File: src/rtl/rv64_multicycle_ctrl_if.sv
// rv64_multicycle_ctrl_if: instruction- and data-memory handshake bundle for the multicycle sequencer
interface rv64_multicycle_ctrl_if;
    logic        imem_req;
    logic [63:0] imem_addr;
    logic        imem_ack;
    logic [31:0] imem_rdata;
    logic        dmem_req;
    logic        dmem_we;
    logic        dmem_ack;
    modport master (output imem_req, imem_addr, dmem_req, dmem_we, input imem_ack, imem_rdata, dmem_ack);
    modport slave  (input imem_req, imem_addr, dmem_req, dmem_we, output imem_ack, imem_rdata, dmem_ack);
endinterface

File: src/rtl/rv64_multicycle_ctrl.sv
// rv64_multicycle_ctrl: FETCH/DECODE/EXECUTE/MEM/WB sequencer for an RV64I core
// Owns pc/ir, drives imem/dmem handshakes, traps on illegal, misaligned or timed-out accesses.
module rv64_multicycle_ctrl #(
    parameter logic [63:0] RESET_PC    = 64'h0000_0000_8000_0000,
    parameter int          ACK_TIMEOUT = 255
) (
    input  logic                   clk,
    input  logic                   rst_n,
    rv64_multicycle_ctrl_if.master mem_bus,
    output logic [31:0]            o_ir,
    input  logic [6:0]             i_opcode,
    input  logic [2:0]             i_format,
    input  logic [63:0]            i_imm,
    input  logic                   i_branch_taken,
    input  logic [63:0]            i_alu_result,
    output logic                   o_rf_we,
    output logic [1:0]             o_wb_sel,
    output logic [63:0]            o_pc,
    output logic [2:0]             o_state,
    output logic [63:0]            o_instret,
    output logic                   o_trap,
    output logic [1:0]             o_trap_cause
);
    localparam int WW = $clog2(ACK_TIMEOUT + 1);
    typedef enum logic [2:0] {
        S_IDLE = 3'd0, S_FETCH = 3'd1, S_DECODE = 3'd2, S_EXECUTE = 3'd3,
        S_MEM = 3'd4, S_WB = 3'd5, S_TRAP = 3'd7
    } state_t;
    state_t        r_state;
    logic [63:0]   r_pc, r_instret;
    logic [31:0]   r_ir;
    logic [WW-1:0] r_wait;
    logic          r_imem_req, r_dmem_req, r_dmem_we, r_rf_we, r_trap;
    logic [1:0]    r_wb_sel, r_cause;
    logic          w_load, w_store, w_branch, w_jal, w_jalr, w_timeout;
    logic [63:0]   w_pc4, w_pc_imm, w_br_pc, w_wb_pc;
    assign w_load    = i_opcode == 7'b0000011;
    assign w_store   = i_opcode == 7'b0100011;
    assign w_branch  = i_opcode == 7'b1100011;
    assign w_jal     = i_opcode == 7'b1101111;
    assign w_jalr    = i_opcode == 7'b1100111;
    assign w_pc4     = r_pc + 64'd4;
    assign w_pc_imm  = r_pc + i_imm;
    assign w_br_pc   = i_branch_taken ? w_pc_imm : w_pc4;
    assign w_wb_pc   = w_jal ? w_pc_imm : w_jalr ? (i_alu_result & ~64'd1) : w_pc4;
    assign w_timeout = r_wait == WW'(ACK_TIMEOUT - 1);
    assign mem_bus.imem_req  = r_imem_req;
    assign mem_bus.imem_addr = r_pc;
    assign mem_bus.dmem_req  = r_dmem_req;
    assign mem_bus.dmem_we   = r_dmem_we;
    assign o_ir         = r_ir;
    assign o_rf_we      = r_rf_we;
    assign o_wb_sel     = r_wb_sel;
    assign o_pc         = r_pc;
    assign o_state      = r_state;
    assign o_instret    = r_instret;
    assign o_trap       = r_trap;
    assign o_trap_cause = r_cause;
    // Requests are registered on entry to FETCH/MEM so a misaligned pc never raises imem_req.
    always_ff @(posedge clk or negedge rst_n) begin
        if (!rst_n) begin
            r_state    <= S_IDLE;
            r_pc       <= RESET_PC;
            r_ir       <= '0;
            r_instret  <= '0;
            r_wait     <= '0;
            r_imem_req <= 1'b0;
            r_dmem_req <= 1'b0;
            r_dmem_we  <= 1'b0;
            r_rf_we    <= 1'b0;
            r_wb_sel   <= 2'd0;
            r_trap     <= 1'b0;
            r_cause    <= 2'd0;
        end else begin
            case (r_state)
                S_IDLE: begin
                    r_state    <= S_FETCH;
                    r_wait     <= '0;
                    r_imem_req <= ~|r_pc[1:0];
                end
                S_FETCH:
                    if (|r_pc[1:0]) begin
                        r_state <= S_TRAP;
                        r_trap  <= 1'b1;
                        r_cause <= 2'd2;
                    end else if (mem_bus.imem_ack) begin
                        r_ir       <= mem_bus.imem_rdata;
                        r_imem_req <= 1'b0;
                        r_state    <= S_DECODE;
                    end else if (w_timeout) begin
                        r_imem_req <= 1'b0;
                        r_state    <= S_TRAP;
                        r_trap     <= 1'b1;
                        r_cause    <= 2'd3;
                    end else
                        r_wait <= r_wait + WW'(1);
                S_DECODE:
                    if (i_format == 3'd7) begin
                        r_state <= S_TRAP;
                        r_trap  <= 1'b1;
                        r_cause <= 2'd1;
                    end else
                        r_state <= S_EXECUTE;
                S_EXECUTE:
                    if (w_load || w_store) begin
                        r_state    <= S_MEM;
                        r_wait     <= '0;
                        r_dmem_req <= 1'b1;
                        r_dmem_we  <= w_store;
                    end else if (w_branch) begin
                        r_pc       <= w_br_pc;
                        r_instret  <= r_instret + 64'd1;
                        r_state    <= S_FETCH;
                        r_wait     <= '0;
                        r_imem_req <= ~|w_br_pc[1:0];
                    end else begin
                        r_state  <= S_WB;
                        r_rf_we  <= 1'b1;
                        r_wb_sel <= (w_jal || w_jalr) ? 2'd2 : 2'd0;
                    end
                S_MEM:
                    if (mem_bus.dmem_ack) begin
                        r_dmem_req <= 1'b0;
                        if (r_dmem_we) begin
                            r_pc       <= w_pc4;
                            r_instret  <= r_instret + 64'd1;
                            r_state    <= S_FETCH;
                            r_wait     <= '0;
                            r_imem_req <= ~|w_pc4[1:0];
                        end else begin
                            r_state  <= S_WB;
                            r_rf_we  <= 1'b1;
                            r_wb_sel <= 2'd1;
                        end
                    end else if (w_timeout) begin
                        r_dmem_req <= 1'b0;
                        r_state    <= S_TRAP;
                        r_trap     <= 1'b1;
                        r_cause    <= 2'd3;
                    end else
                        r_wait <= r_wait + WW'(1);
                S_WB: begin
                    r_rf_we    <= 1'b0;
                    r_pc       <= w_wb_pc;
                    r_instret  <= r_instret + 64'd1;
                    r_state    <= S_FETCH;
                    r_wait     <= '0;
                    r_imem_req <= ~|w_wb_pc[1:0];
                end
                default: ;
            endcase
        end
    end
endmodule

File: src/flat_wrapper.sv
// flat-port wrapper written by rule: the top's interface ports become plain ports
module rv64_multicycle_ctrl_flat 
#(
    parameter logic [63:0] RESET_PC    = 64'h0000_0000_8000_0000,
    parameter int          ACK_TIMEOUT = 255
)
  (clk, rst_n, o_ir, i_opcode, i_format, i_imm, i_branch_taken, i_alu_result, o_rf_we, o_wb_sel, o_pc, o_state, o_instret, o_trap, o_trap_cause, mem_bus_imem_req, mem_bus_imem_addr, mem_bus_dmem_req, mem_bus_dmem_we, mem_bus_imem_ack, mem_bus_imem_rdata, mem_bus_dmem_ack);
  rv64_multicycle_ctrl_if mem_bus_i ();
  input  logic clk;
  input  logic rst_n;
  output logic [31:0] o_ir;
  input  logic [6:0] i_opcode;
  input  logic [2:0] i_format;
  input  logic [63:0] i_imm;
  input  logic i_branch_taken;
  input  logic [63:0] i_alu_result;
  output logic o_rf_we;
  output logic [1:0] o_wb_sel;
  output logic [63:0] o_pc;
  output logic [2:0] o_state;
  output logic [63:0] o_instret;
  output logic o_trap;
  output logic [1:0] o_trap_cause;
  output wire logic [$bits(mem_bus_i.imem_req)-1:0] mem_bus_imem_req;
  output wire logic [$bits(mem_bus_i.imem_addr)-1:0] mem_bus_imem_addr;
  output wire logic [$bits(mem_bus_i.dmem_req)-1:0] mem_bus_dmem_req;
  output wire logic [$bits(mem_bus_i.dmem_we)-1:0] mem_bus_dmem_we;
  input wire logic [$bits(mem_bus_i.imem_ack)-1:0] mem_bus_imem_ack;
  input wire logic [$bits(mem_bus_i.imem_rdata)-1:0] mem_bus_imem_rdata;
  input wire logic [$bits(mem_bus_i.dmem_ack)-1:0] mem_bus_dmem_ack;
  assign mem_bus_imem_req = mem_bus_i.imem_req;
  assign mem_bus_imem_addr = mem_bus_i.imem_addr;
  assign mem_bus_dmem_req = mem_bus_i.dmem_req;
  assign mem_bus_dmem_we = mem_bus_i.dmem_we;
  assign mem_bus_i.imem_ack = mem_bus_imem_ack;
  assign mem_bus_i.imem_rdata = mem_bus_imem_rdata;
  assign mem_bus_i.dmem_ack = mem_bus_dmem_ack;
  rv64_multicycle_ctrl #(.RESET_PC(RESET_PC), .ACK_TIMEOUT(ACK_TIMEOUT)) u_core (.clk(clk), .rst_n(rst_n), .mem_bus(mem_bus_i), .o_ir(o_ir), .i_opcode(i_opcode), .i_format(i_format), .i_imm(i_imm), .i_branch_taken(i_branch_taken), .i_alu_result(i_alu_result), .o_rf_we(o_rf_we), .o_wb_sel(o_wb_sel), .o_pc(o_pc), .o_state(o_state), .o_instret(o_instret), .o_trap(o_trap), .o_trap_cause(o_trap_cause));
endmodule
File: config.mk
export PLATFORM = sky130hd
export DESIGN_NAME = rv64_multicycle_ctrl_flat
export DESIGN_NICKNAME = d
export VERILOG_FILES = /design/src/rtl/rv64_multicycle_ctrl_if.sv /design/src/rtl/rv64_multicycle_ctrl.sv /design/src/flat_wrapper.sv
export SDC_FILE = /design/constraint.sdc
export NUM_CORES = 1
export LEC_CHECK = 0
export ABC_AREA = 0
export CAP_MARGIN = 30
export CORE_ASPECT_RATIO = 0.6
export CORE_UTILIZATION = 43
export CTS_CLUSTER_DIAMETER = 150
export CTS_CLUSTER_SIZE = 20
export DETAILED_ROUTE_END_ITERATION = 10
export PLACE_DENSITY = 0.76
export SETUP_SLACK_MARGIN = 0.4
export SLEW_MARGIN = 15
export SYNTH_ARGS = -nofsm -noshare
export SYNTH_HDL_FRONTEND = slang
export SYNTH_SLANG_ARGS = --single-unit
export TNS_END_PERCENT = 10
File: constraint.sdc
create_clock -name clk -period 7.75 [get_ports clk]
set_input_delay 0.775 -clock clk [delete_from_list [all_inputs] [get_ports clk]]
set_output_delay 0.775 -clock clk [all_outputs]
set_load 0.02 [all_outputs]
Word level (Yosys, flattened, before mapping). Cells that the tools add are included.

Add/subtract/negate cells: 4. Multiply operators: 0. Div/mod/pow operators: 0. Magnitude comparators: 0. Equality and inequality tests: 28. Shift operators: 0. Muxes and demuxes: 64. Bitwise gates (word level): 1. Reduce and logical (&&, ||, !) cells: 27.

Operator list (number): two-way mux 64 bit (11); case mux 64 bit (3 select lines) (2); adder 64 x 1 -> 64 bit, second input constant (1); adder 64 x 3 -> 64 bit, second input constant (1); adder 64 bit (1); two-way mux 8 bit (7); case mux 8 bit (4 select lines) (1); two-way mux 3 bit (8); equality test 7 bit, second input constant (3); two-way mux 2 bit (10); AND reduction 5 bit (4); two-way mux 1 bit (18); case mux 3 bit (5 select lines) (1); != test 2 bit, second input constant (7); != test 3 x 2 -> 1 bit, second input constant (4); nonzero test 5 bit (2); OR reduction 2 bit (5); equality test 3 bit, second input constant (3); adder 8 x 1 -> 8 bit, second input constant (1); equality test 8 bit, second input constant (1); != test 2 x 1 -> 1 bit, second input constant (4); equality test 7 x 2 -> 1 bit, second input constant (1); equality test 7 x 6 -> 1 bit, second input constant (1); AND reduction 7 bit (1); other kinds (18) (26).

Register bits after elaboration: 180. Bits in latches: 0. RAM bits: 0. ROM bits: 0. Input port bits: 175. Output and inout port bits: 236. Word-level logic and storage cells: 136. Memories: 0.

Depth between registers and ports, before layout. Gate-level depths: netlist of run 1.

Word-level depth: 7. Mapped depth: 13. Gate-level depth less buffers: 13.

Least setup slack after synthesis of run 1. OpenSTA, ideal clock, no wires.

Path type: input port to flip-flop. Start point: input i_imm[0]. End point: register u_core.r_pc[50] (netlist: u_core.mem_bus.imem_addr[50]). Library setup time: 142 ps. Data arrival time: 3089 ps. Data required time: 7608 ps. Path slack: 4519 ps. Stages: 13. Path buffers: 0. Cell sequence: ha_1 > inv_1 > fa_1 > nor2b_1 > o2111ai_1 > a211oi_1 > o2111ai_1 > a32oi_1 > a21oi_1 > o21ai_1 > a31oi_1 > xnor2_1 > o221ai_1.

Cells in the longest elaborated chain, start to end: 5. Elaborated cells on any way between the ends: 6. Classes of those cells: add/sub (1); mux (5).

Ends and longest elaborated chain: start, declared (RTL line flat_wrapper.sv:14) `input logic [63:0] i_imm;`; adder 64 bit * (RTL line rv64_multicycle_ctrl.sv:43) `assign w_pc_imm = r_pc + i_imm;`; two-way mux 64 bit (RTL line rv64_multicycle_ctrl.sv:44) `assign w_br_pc = i_branch_taken ? w_pc_imm : w_pc4;`; two-way mux 64 bit (RTL line rv64_multicycle_ctrl.sv:110) `end else if (w_branch) begin`; two-way mux 64 bit (RTL line rv64_multicycle_ctrl.sv:105) `if (w_load || w_store) begin`; case mux 64 bit (3 select lines) * (RTL line rv64_multicycle_ctrl.sv:75) `case (r_state)`; end signal, assigned (RTL line rv64_multicycle_ctrl.sv:111) `r_pc <= w_br_pc;`; end signal, assigned (RTL line rv64_multicycle_ctrl.sv:125) `r_pc <= w_pc4;`; end signal, assigned (RTL line rv64_multicycle_ctrl.sv:144) `r_pc <= w_wb_pc;`; end, declared (RTL line rv64_multicycle_ctrl.sv:30) `logic [63:0] r_pc, r_instret;`.

Mark *: on every way between the ends. The rest lies on a longest branch, timed or not. The select of a mux whose other input is x is not followed. A chain may end at the register's enable or synchronous reset.

Worst setup path in the final report of run 1.
Start point: input i_imm[0]. End point: register u_core.r_pc[58] (netlist: u_core.mem_bus.imem_addr[58]).

Same word-level chain as after synthesis.

==> results of run 1 <==
[power groups by stage]
stage | clock [W] | combinational [W] | sequential, W
5_1_grt | 0.000972 | 0.000307 | 0.000945
4_1_cts | 0.000936 | 0.000284 | 0.000944
6_report | 0.000916 | 0.000289 | 0.000944
3_5_place_dp | 0 | 0.000281 | 0.000963
3_3_place_gp | 0 | 0.000278 | 0.000963
2_1_floorplan | 0 | 0.000119 | 0.000964
[routing by layer]
metal / routed length (um) / part of all wire (%) / GRT usage (%)
met2: 22400 / 41 / 44.9
met4: 1130 / 2.1 / 8.88
met1: 24100 / 44 / 46.6
met3: 7210 / 13 / 11.2
met5: 25 / 0.046 / 0
[registers in the layout, indices dropped and copies added (netlist names)]
name                      flops
u_core.o_instret             64
u_core.r_wait                 8
u_core.mem_bus.imem_req       1
u_core.o_wb_sel               2
u_core.o_rf_we                1
u_core.o_trap_cause           2
u_core.mem_bus.imem_addr     64
u_core.o_ir                  32
u_core.mem_bus.dmem_we        1
u_core.mem_bus.dmem_req       1
u_core.o_state                3
u_core.o_trap                 1
[final timing paths]
check                                                     to  slack (ns)  cells past startpoint
worst max-delay path            u_core.mem_bus.imem_addr[58]        3.37                     14
worst min-delay path             u_core.mem_bus.imem_addr[3]        0.31                      1
worst max register to register  u_core.mem_bus.imem_addr[58]        3.62                     13
worst min register to register          u_core.o_instret[52]        0.49                      1
max in group asynchronous       u_core.mem_bus.imem_addr[46]        6.10                      2
min in group clk                        u_core.o_instret[52]        0.49                      1
[through the flow]
stage | cells | hold WS, ns | setup slack [ns]
2_1_floorplan | 1688 | 0.476 | 4.52
3_3_place_gp | 2374 | 0.458 | 3.19
3_5_place_dp | 2374 | 0.480 | 3.13
4_1_cts | 2406 | 0.328 | 3.60
5_1_grt | 2409 | 0.342 | 3.25
6_report | 2409 | 0.313 | 3.37
[placed cells by master (no fill, tap or decap), types with 8 or more instances in the layout]
cell type	count
clkdlybuf4s50_1	408
xor2_1	44
nor2_1	121
nand2b_1	8
a21o_1	33
o211ai_1	10
mux2_2	35
nor4_1	16
a21oi_1	151
nor2b_1	12
nand4_1	48
ha_1	67
and3_1	33
o21bai_1	15
dfrtp_1	179
buf_4	10
o31ai_1	12
inv_1	45
clkbuf_16	17
a31oi_1	27
nand3_1	62
nand2_1	179
o21ai_0	107
a22oi_1	11
and2_1	13
or3_1	12
o221ai_1	18
xnor2_1	93
nor3_1	34
a222oi_1	18
a221oi_1	15
[final cells by class]
class | instances | share of cell area [%]
multi-input combinational | 1314 | 46.1
sequential | 180 | 24.3
timing repair buffer | 420 | 22.6
tap | 416 | 2.80
clock buffer | 18 | 2.36
clock inverter | 14 | 0.963
inverter | 45 | 0.909
antenna | 2 | 0.0269
[cell usage after synthesis, types with 15 or more instances]
| library cell | number |
|---|---|
| a222oi_1 | 18 |
| ha_1 | 67 |
| nor3_1 | 34 |
| clkbuf_1 | 67 |
| nand2_1 | 180 |
| xor2_1 | 44 |
| and3_1 | 33 |
| o21bai_1 | 15 |
| a21oi_1 | 152 |
| nor2_1 | 122 |
| a221oi_1 | 15 |
| nand3_1 | 63 |
| o21ai_0 | 107 |
| a21o_1 | 33 |
| mux2_2 | 35 |
| nand4_1 | 48 |
| buf_4 | 65 |
| xnor2_1 | 93 |
| a31oi_1 | 27 |
| inv_1 | 45 |
| dfrtp_1 | 179 |
| o221ai_1 | 18 |
| nor4_1 | 16 |
[logic make-up (layout without fill, tap and decap cells)]
kind of cell	Yosys count	count (layout)	share of synthesized area (%)
buffers and inverters	194	497	7.03
multiplexers	36	36	2.88
flip-flops	180	180	32.1
AND/OR/NAND/NOR	585	585	20.9
adder cells (fa/ha/maj)	68	68	6.12
AO/OA/AOI/OAI	488	488	22.5
other	0	2	0
XOR/XNOR	137	137	8.55
==> run summary, run 1 <==
=======================================================================================
Result of the run ........................................................ complete, no violations
Count of cell types in the netlist .......................................           84
Number of cell rows ......................................................           50
Worst slew margin relative to its limit ..................................        38.5%
Count of maximum capacitance violations ..................................            0
Count of hold-fix buffers inserted at cts ................................            0
Share of final-layout standard cells stronger than drive strength 1 ......        5.73%
Average footprint of a synthesized cell ..................................   8.31 sq um
Synthesized area ......................................................... 14,000 sq um
Setup repair after global routing missed its margin ......................        false
Critical Path Start Type ................................................. primary input
Number of placed I/O pins ................................................          411
Clock root buffer ........................................................    clkbuf_16
Die Height ...............................................................       142 um
Critical path buffer and inverter count ..................................            2
Routed length per placed instance ........................................      22.8 um
Register bit total from synthesis ........................................          180
Via count of the first global-routing pass ...............................       13,700
Clock insertion delay at the later pin of the skew report ................      0.47 ns
Sw Pwr ...................................................................   0.000624 W
Register Area ............................................................   4510 sq um
Die W ....................................................................       235 um
Net count of the finished layout .........................................        2,221
Number of violations reported at the end of detailed-routing iteration 0 .        2,049
Maximum root-to-sink buffer count ........................................            2
Total negative slack for setup checks ....................................         0 ns
Combinational group share of total power .................................        13.4%
Critical path required time ..............................................      8.15 ns
Placed instance area ..................................................... 17,900 sq um
Number of setup violations in the final report ...........................            0
Fraction of the yosys area taken by sequential cells .....................        32.1%
Antenna viol nets, final .................................................            0
Share of total power in sequential cells .................................        43.9%
Number of flops mapped to enable cells by yosys ..........................            0
Power after layout .......................................................    0.00215 W
Classification of the worst-slack hold path .............................. primary input to async pin
Number of antenna violations at the first check in global routing ........            4
Primary flip-flop cell chosen by synthesis mapping .......................      dfrtp_1
TritonCTS clock tree .....................................................          yes
Async set-or-reset flop fraction in the synthesized netlist ..............         100%
Number of iterations in the first detailed-routing pass ..................            6
Number of hold violations in the final report ............................            0
Count of H-tree levels built during CTS ..................................            4
Wire length reported by the detailed router ..............................    54,900 um
Max-slew violations ......................................................            0
Total overflow reported by the global router .............................            0
Final cell utilization of the core .......................................        58.7%
Clock network fraction of total power ....................................        42.6%
Ratio of final minimum period to clock period ............................        56.5%
Core ar. ................................................................. 31,700 sq um
Worst-path cell chain .................................................... clkdlybuf4s50_1 -> ha_1 -> inv_1 -> fa_1 -> nor2b_1 -> o2111ai_1 -> a211oi_1 -> o2111ai_1 -> a32oi_1 -> a21oi_1 -> o21ai_1 -> a21oi_1 -> nor4_1 -> a211o_1
Source of the worst register-to-register timing path ..................... u_core.mem_bus.imem_addr[0]
Clock slew seen by the registers of the worst setup and hold paths .......      0.09 ns
Share of the synthesized area in the top cell type .......................        31.9%
Num Clock Sinks ..........................................................          180
Arrival time at the worst endpoint .......................................      4.78 ns
GRT Resource Usage Total .................................................        32.2%
Via-to-Cell Ratio ........................................................         6.21
Multi-input gate area in the final layout ................................   8560 sq um
Largest delay share family, worst path ................................... compound AO/OA/AOI/OAI gates
LEAKAGE ..................................................................      7.83 nW
Count of port buffers added during placement .............................          409
Highest clock rate .......................................................    0.229 GHz
Highest-delay cell along the critical path ............................... clkdlybuf4s50_1
Capturing element type of the critical path ..............................     register
DP Wirelength ............................................................    42,300 um
Top cells by area, synth ................................................. dfrtp_1 (32%), ha_1 (6.0%), xnor2_1 (5.8%), a21oi_1 (5.4%), nand2_1 (4.8%)
Quantity of gates resized following cts ..................................            0
Post-CTS Setup Bufs ......................................................            0
Number of CTS-inserted buffers ...........................................           17
Power density relative to cell area ......................................  116 nW/um^2
DRC violation count after routing ........................................            0
Yosys top cell by area ...................................................      dfrtp_1
Routability congestion estimate ..........................................         1.02
Effective utilization at floorplan .......................................        44.3%
Launching instance or port of the critical path ..........................     i_imm[0]
CP peak stage delay ......................................................      0.47 ns
Setup skew after layout ..................................................    0.0230 ns
Switching power share of the total .......................................        29.0%
Pint .....................................................................    0.00153 W
Global-route wire length before repair ...................................    82,500 um
Shortest clock period the worst path allows after layout .................      4.38 ns
Worst supply voltage drop on vdd .........................................     0.173 mV
Maximum fanout along the worst path ......................................            4
Fin area ................................................................. 18,600 sq um
Area growth, synth to finish .............................................        32.3%
Syn Nets .................................................................        1,931
Warning count from the yosys run .........................................            0
Die Outline Area ......................................................... 33,400 sq um
Total number of vias .....................................................       15,000
Filler cell count ........................................................        2,753
Critical path type ....................................................... primary input to register
Number of instances in the synthesized netlist ...........................        1,688
Slew at the pin closest to its max-slew limit ............................     0.923 ns
Maximum number of pins on one net before global-route repair .............           70
=======================================================================================
(Power assumes the default switching activity.)
==> inputs of run 2 (changes only) <==
==> constraint.sdc (replaced) <==
create_clock -name clk -period 4.2 [get_ports clk]
set_input_delay 0.42 -clock clk [delete_from_list [all_inputs] [get_ports clk]]
set_output_delay 0.42 -clock clk [all_outputs]
set_load 0.02 [all_outputs]
==> run summary, run 2 (synthesis gave the netlist of run 1 again) <==
=======================================================================================
Clock root buffer ........................................................    clkbuf_16
Core ar. ................................................................. 31,700 sq um   unchanged
Via count of the first global-routing pass ...............................       13,600   -1.2%
Worst slew margin relative to its limit ..................................        46.8%   +8.3 points
Total number of vias .....................................................       15,000   +0.15%
Number of violations reported at the end of detailed-routing iteration 0 .        2,057   +0.39%
Worst-path cell chain .................................................... ha_1 -> a21oi_1 -> o21ai_0 -> nor4_1 -> nand4_1 -> a31oi_2 -> nor4_1 -> o21ai_0 -> a31oi_1 -> o221a_1 -> a311oi_1
Number of placed I/O pins ................................................          411   unchanged
Hold Slack ...............................................................   0.00808 ns   -0.305 ns
Antenna viol nets, final .................................................            0   unchanged
DP Wirelength ............................................................    43,100 um   +2.0%
Number of hold violations in the final report ............................            0   unchanged
Shortest clock period the worst path allows after layout .................      3.80 ns
Number of CTS-inserted buffers ...........................................           17   unchanged
TritonCTS clock tree .....................................................          yes
Die Outline Area ......................................................... 33,400 sq um   unchanged
Result of the run ........................................................ complete, no violations
Share of final-layout standard cells stronger than drive strength 1 ......        6.94%   +1.2 points
Highest-delay cell along the critical path ...............................      dfrtp_1
Ratio of final minimum period to clock period ............................        90.6%
Global-route wire length before repair ...................................    83,700 um   +1.4%
Count of H-tree levels built during CTS ..................................            4   unchanged
Top library cells by usage in the layout, fill and taps aside ............ clkdlybuf4s50_1 (408), nand2_1 (179), dfrtp_1 (179)
Largest delay share family, worst path ................................... compound AO/OA/AOI/OAI gates
Via-to-Cell Ratio ........................................................         6.16   -0.79%
Setup skew after layout ..................................................    0.0149 ns   -0.00806 ns
Number of iterations in the first detailed-routing pass ..................            6   unchanged
Routability congestion estimate ..........................................        0.981   -3.5%
Count of port buffers added during placement .............................          409   unchanged
Critical path buffer and inverter count ..................................            0   -2
Effective utilization at floorplan .......................................        44.3%   unchanged
Setup slack after placement ..............................................     0.152 ns   -2.98 ns
Maximum number of pins on one net before global-route repair .............           76   +8.6%
Worst supply voltage drop on vdd .........................................     0.308 mV   +78%
Num Clock Sinks ..........................................................          180   unchanged
Leading cell type in the layout, fill and taps excluded .................. clkdlybuf4s50_1
Max-slew violations ......................................................            0   unchanged
Total inserted antenna cells .............................................            0   -2
Slew at the pin closest to its max-slew limit ............................     0.798 ns   -0.125 ns
GRT Resource Usage Total .................................................        32.6%   +0.44 points
Net count of the finished layout .........................................        2,246   +1.1%
Critical path required time ..............................................      4.56 ns   -3.59 ns
Highest clock rate .......................................................    0.263 GHz
Count of maximum capacitance violations ..................................            0   unchanged
Area growth, synth to finish .............................................        34.1%
Number of antenna violations at the first check in global routing ........            0   -4
Critical Path Start Type .................................................     register
Clock slew seen by the registers of the worst setup and hold paths .......      0.08 ns   about the same
Routed length per placed instance ........................................      22.9 um   +0.43%
Total negative slack for setup checks ....................................         0 ns   unchanged
Worst Setup Slack, final .................................................     0.395 ns   -2.98 ns
Total overflow reported by the global router .............................            0   unchanged
DRC violation count after routing ........................................            0   unchanged
Die Height ...............................................................       142 um   unchanged
Inst Count DP ............................................................        2,398   +1.0%
Critical path type ....................................................... register to register
Power density relative to cell area ......................................  214 nW/um^2   +85%
Count of hold-fix buffers inserted at cts ................................            0   unchanged
Setup repair after global routing missed its margin ......................         true
Die W ....................................................................       235 um   unchanged
Arrival time at the worst endpoint .......................................      4.17 ns   -0.61 ns
Maximum fanout along the worst path ......................................            8   +4
Final cell count without fillers .........................................        2,432   +0.95%
CP peak stage delay ......................................................      0.49 ns   +0.02 ns
Number of setup violations in the final report ...........................            0   unchanged
Maximum root-to-sink buffer count ........................................            2   unchanged
Clock insertion delay at the later pin of the skew report ................      0.47 ns   about the same
Number of cell rows ......................................................           50   unchanged
Capturing element type of the critical path ..............................     register
Classification of the worst-slack hold path .............................. primary input to async pin
Wire length reported by the detailed router ..............................    55,600 um   +1.4%
LEAKAGE ..................................................................      7.98 nW   +1.8%
=======================================================================================
-- run 2: changes by cell type in the layout (fill, tap and decap cells not counted), moves of 2 or more --
cell	previous run	this run
inv_12	0	4
diode_2	2	0
inv_8	5	3
buf_12	1	3
buf_4	10	32
-- run 2: path summary, 6_finish.rpt --
path	start	endpoint	slack [ns]	depth (start not counted)
worst max-delay path	u_core.mem_bus.imem_addr[16]	u_core.mem_bus.imem_addr[63]	0.40	11
worst min-delay path	rst_n	u_core.mem_bus.imem_addr[0]	0.008	1
worst max register to register	u_core.mem_bus.imem_addr[16]	u_core.mem_bus.imem_addr[63]	0.40	11
worst min register to register	u_core.o_instret[63]	u_core.o_instret[63]	0.49	1
max in group asynchronous	rst_n	u_core.o_instret[36]	3.12	2
min in group clk	u_core.o_instret[63]	u_core.o_instret[63]	0.49	1
-- run 2: worst register-to-register path: stages (launching register included) --
cell and delay (ns):
dfrtp_1 0.49, ha_1 0.42, a21oi_1 0.32, o21ai_0 0.21, nor4_1 0.46, nand4_1 0.31
a31oi_2 0.43, nor4_1 0.14, o21ai_0 0.30, a31oi_1 0.14, o221a_1 0.28, a311oi_1 0.20
-- run 2: through the flow --
step / utilization (%) / cell area (sq um) / power (W)
6_report: 59.5 / 18800 / 0.00403
5_1_grt: 59.5 / 18800 / 0.00416
4_1_cts: 59.3 / 18800 / 0.00405
3_5_place_dp: 57.3 / 18100 / 0.00230
3_3_place_gp: 57.3 / 18100 / 0.00230
2_1_floorplan: - / 14000 / 0.00200
-- run 2: cell type report --
type	instances	area [sq um]
inverters	45	169
well taps	416	520
clock inverters	15	206
clock buffers	17	425
flip-flops and latches	180	4510
repair buffers	445	4420
fillers	2792	12800
multi-input cells	1314	8570
-- run 2: timing repair --
item | 4_1_cts | 5_1_grt
gates resized for setup | 0 | 1
endpoints found under the setup margin | 0 | 5
setup buffers | 0 | 0
-- run 2: power breakdown --
| part | switching (W) | total (W) | internal (W) |
|---|---|---|---|
| logic | 0.000281 | 0.000539 | 0.000258 |
| registers | 0.00000707 | 0.00174 | 0.00174 |
| clock network | 0.000920 | 0.00175 | 0.000831 |
-- run 2: layer usage --
metal  track usage [%]  wire [um]  part of all wire [%]  up-vias
li1                  -          -                     -     6777
met1              50.9      26000                    47     7194
met2              45.2      22800                    41      954
met3              6.44       5900                    11       61
met4              7.95        995                   1.8        0
met5                 0          0                     0        -
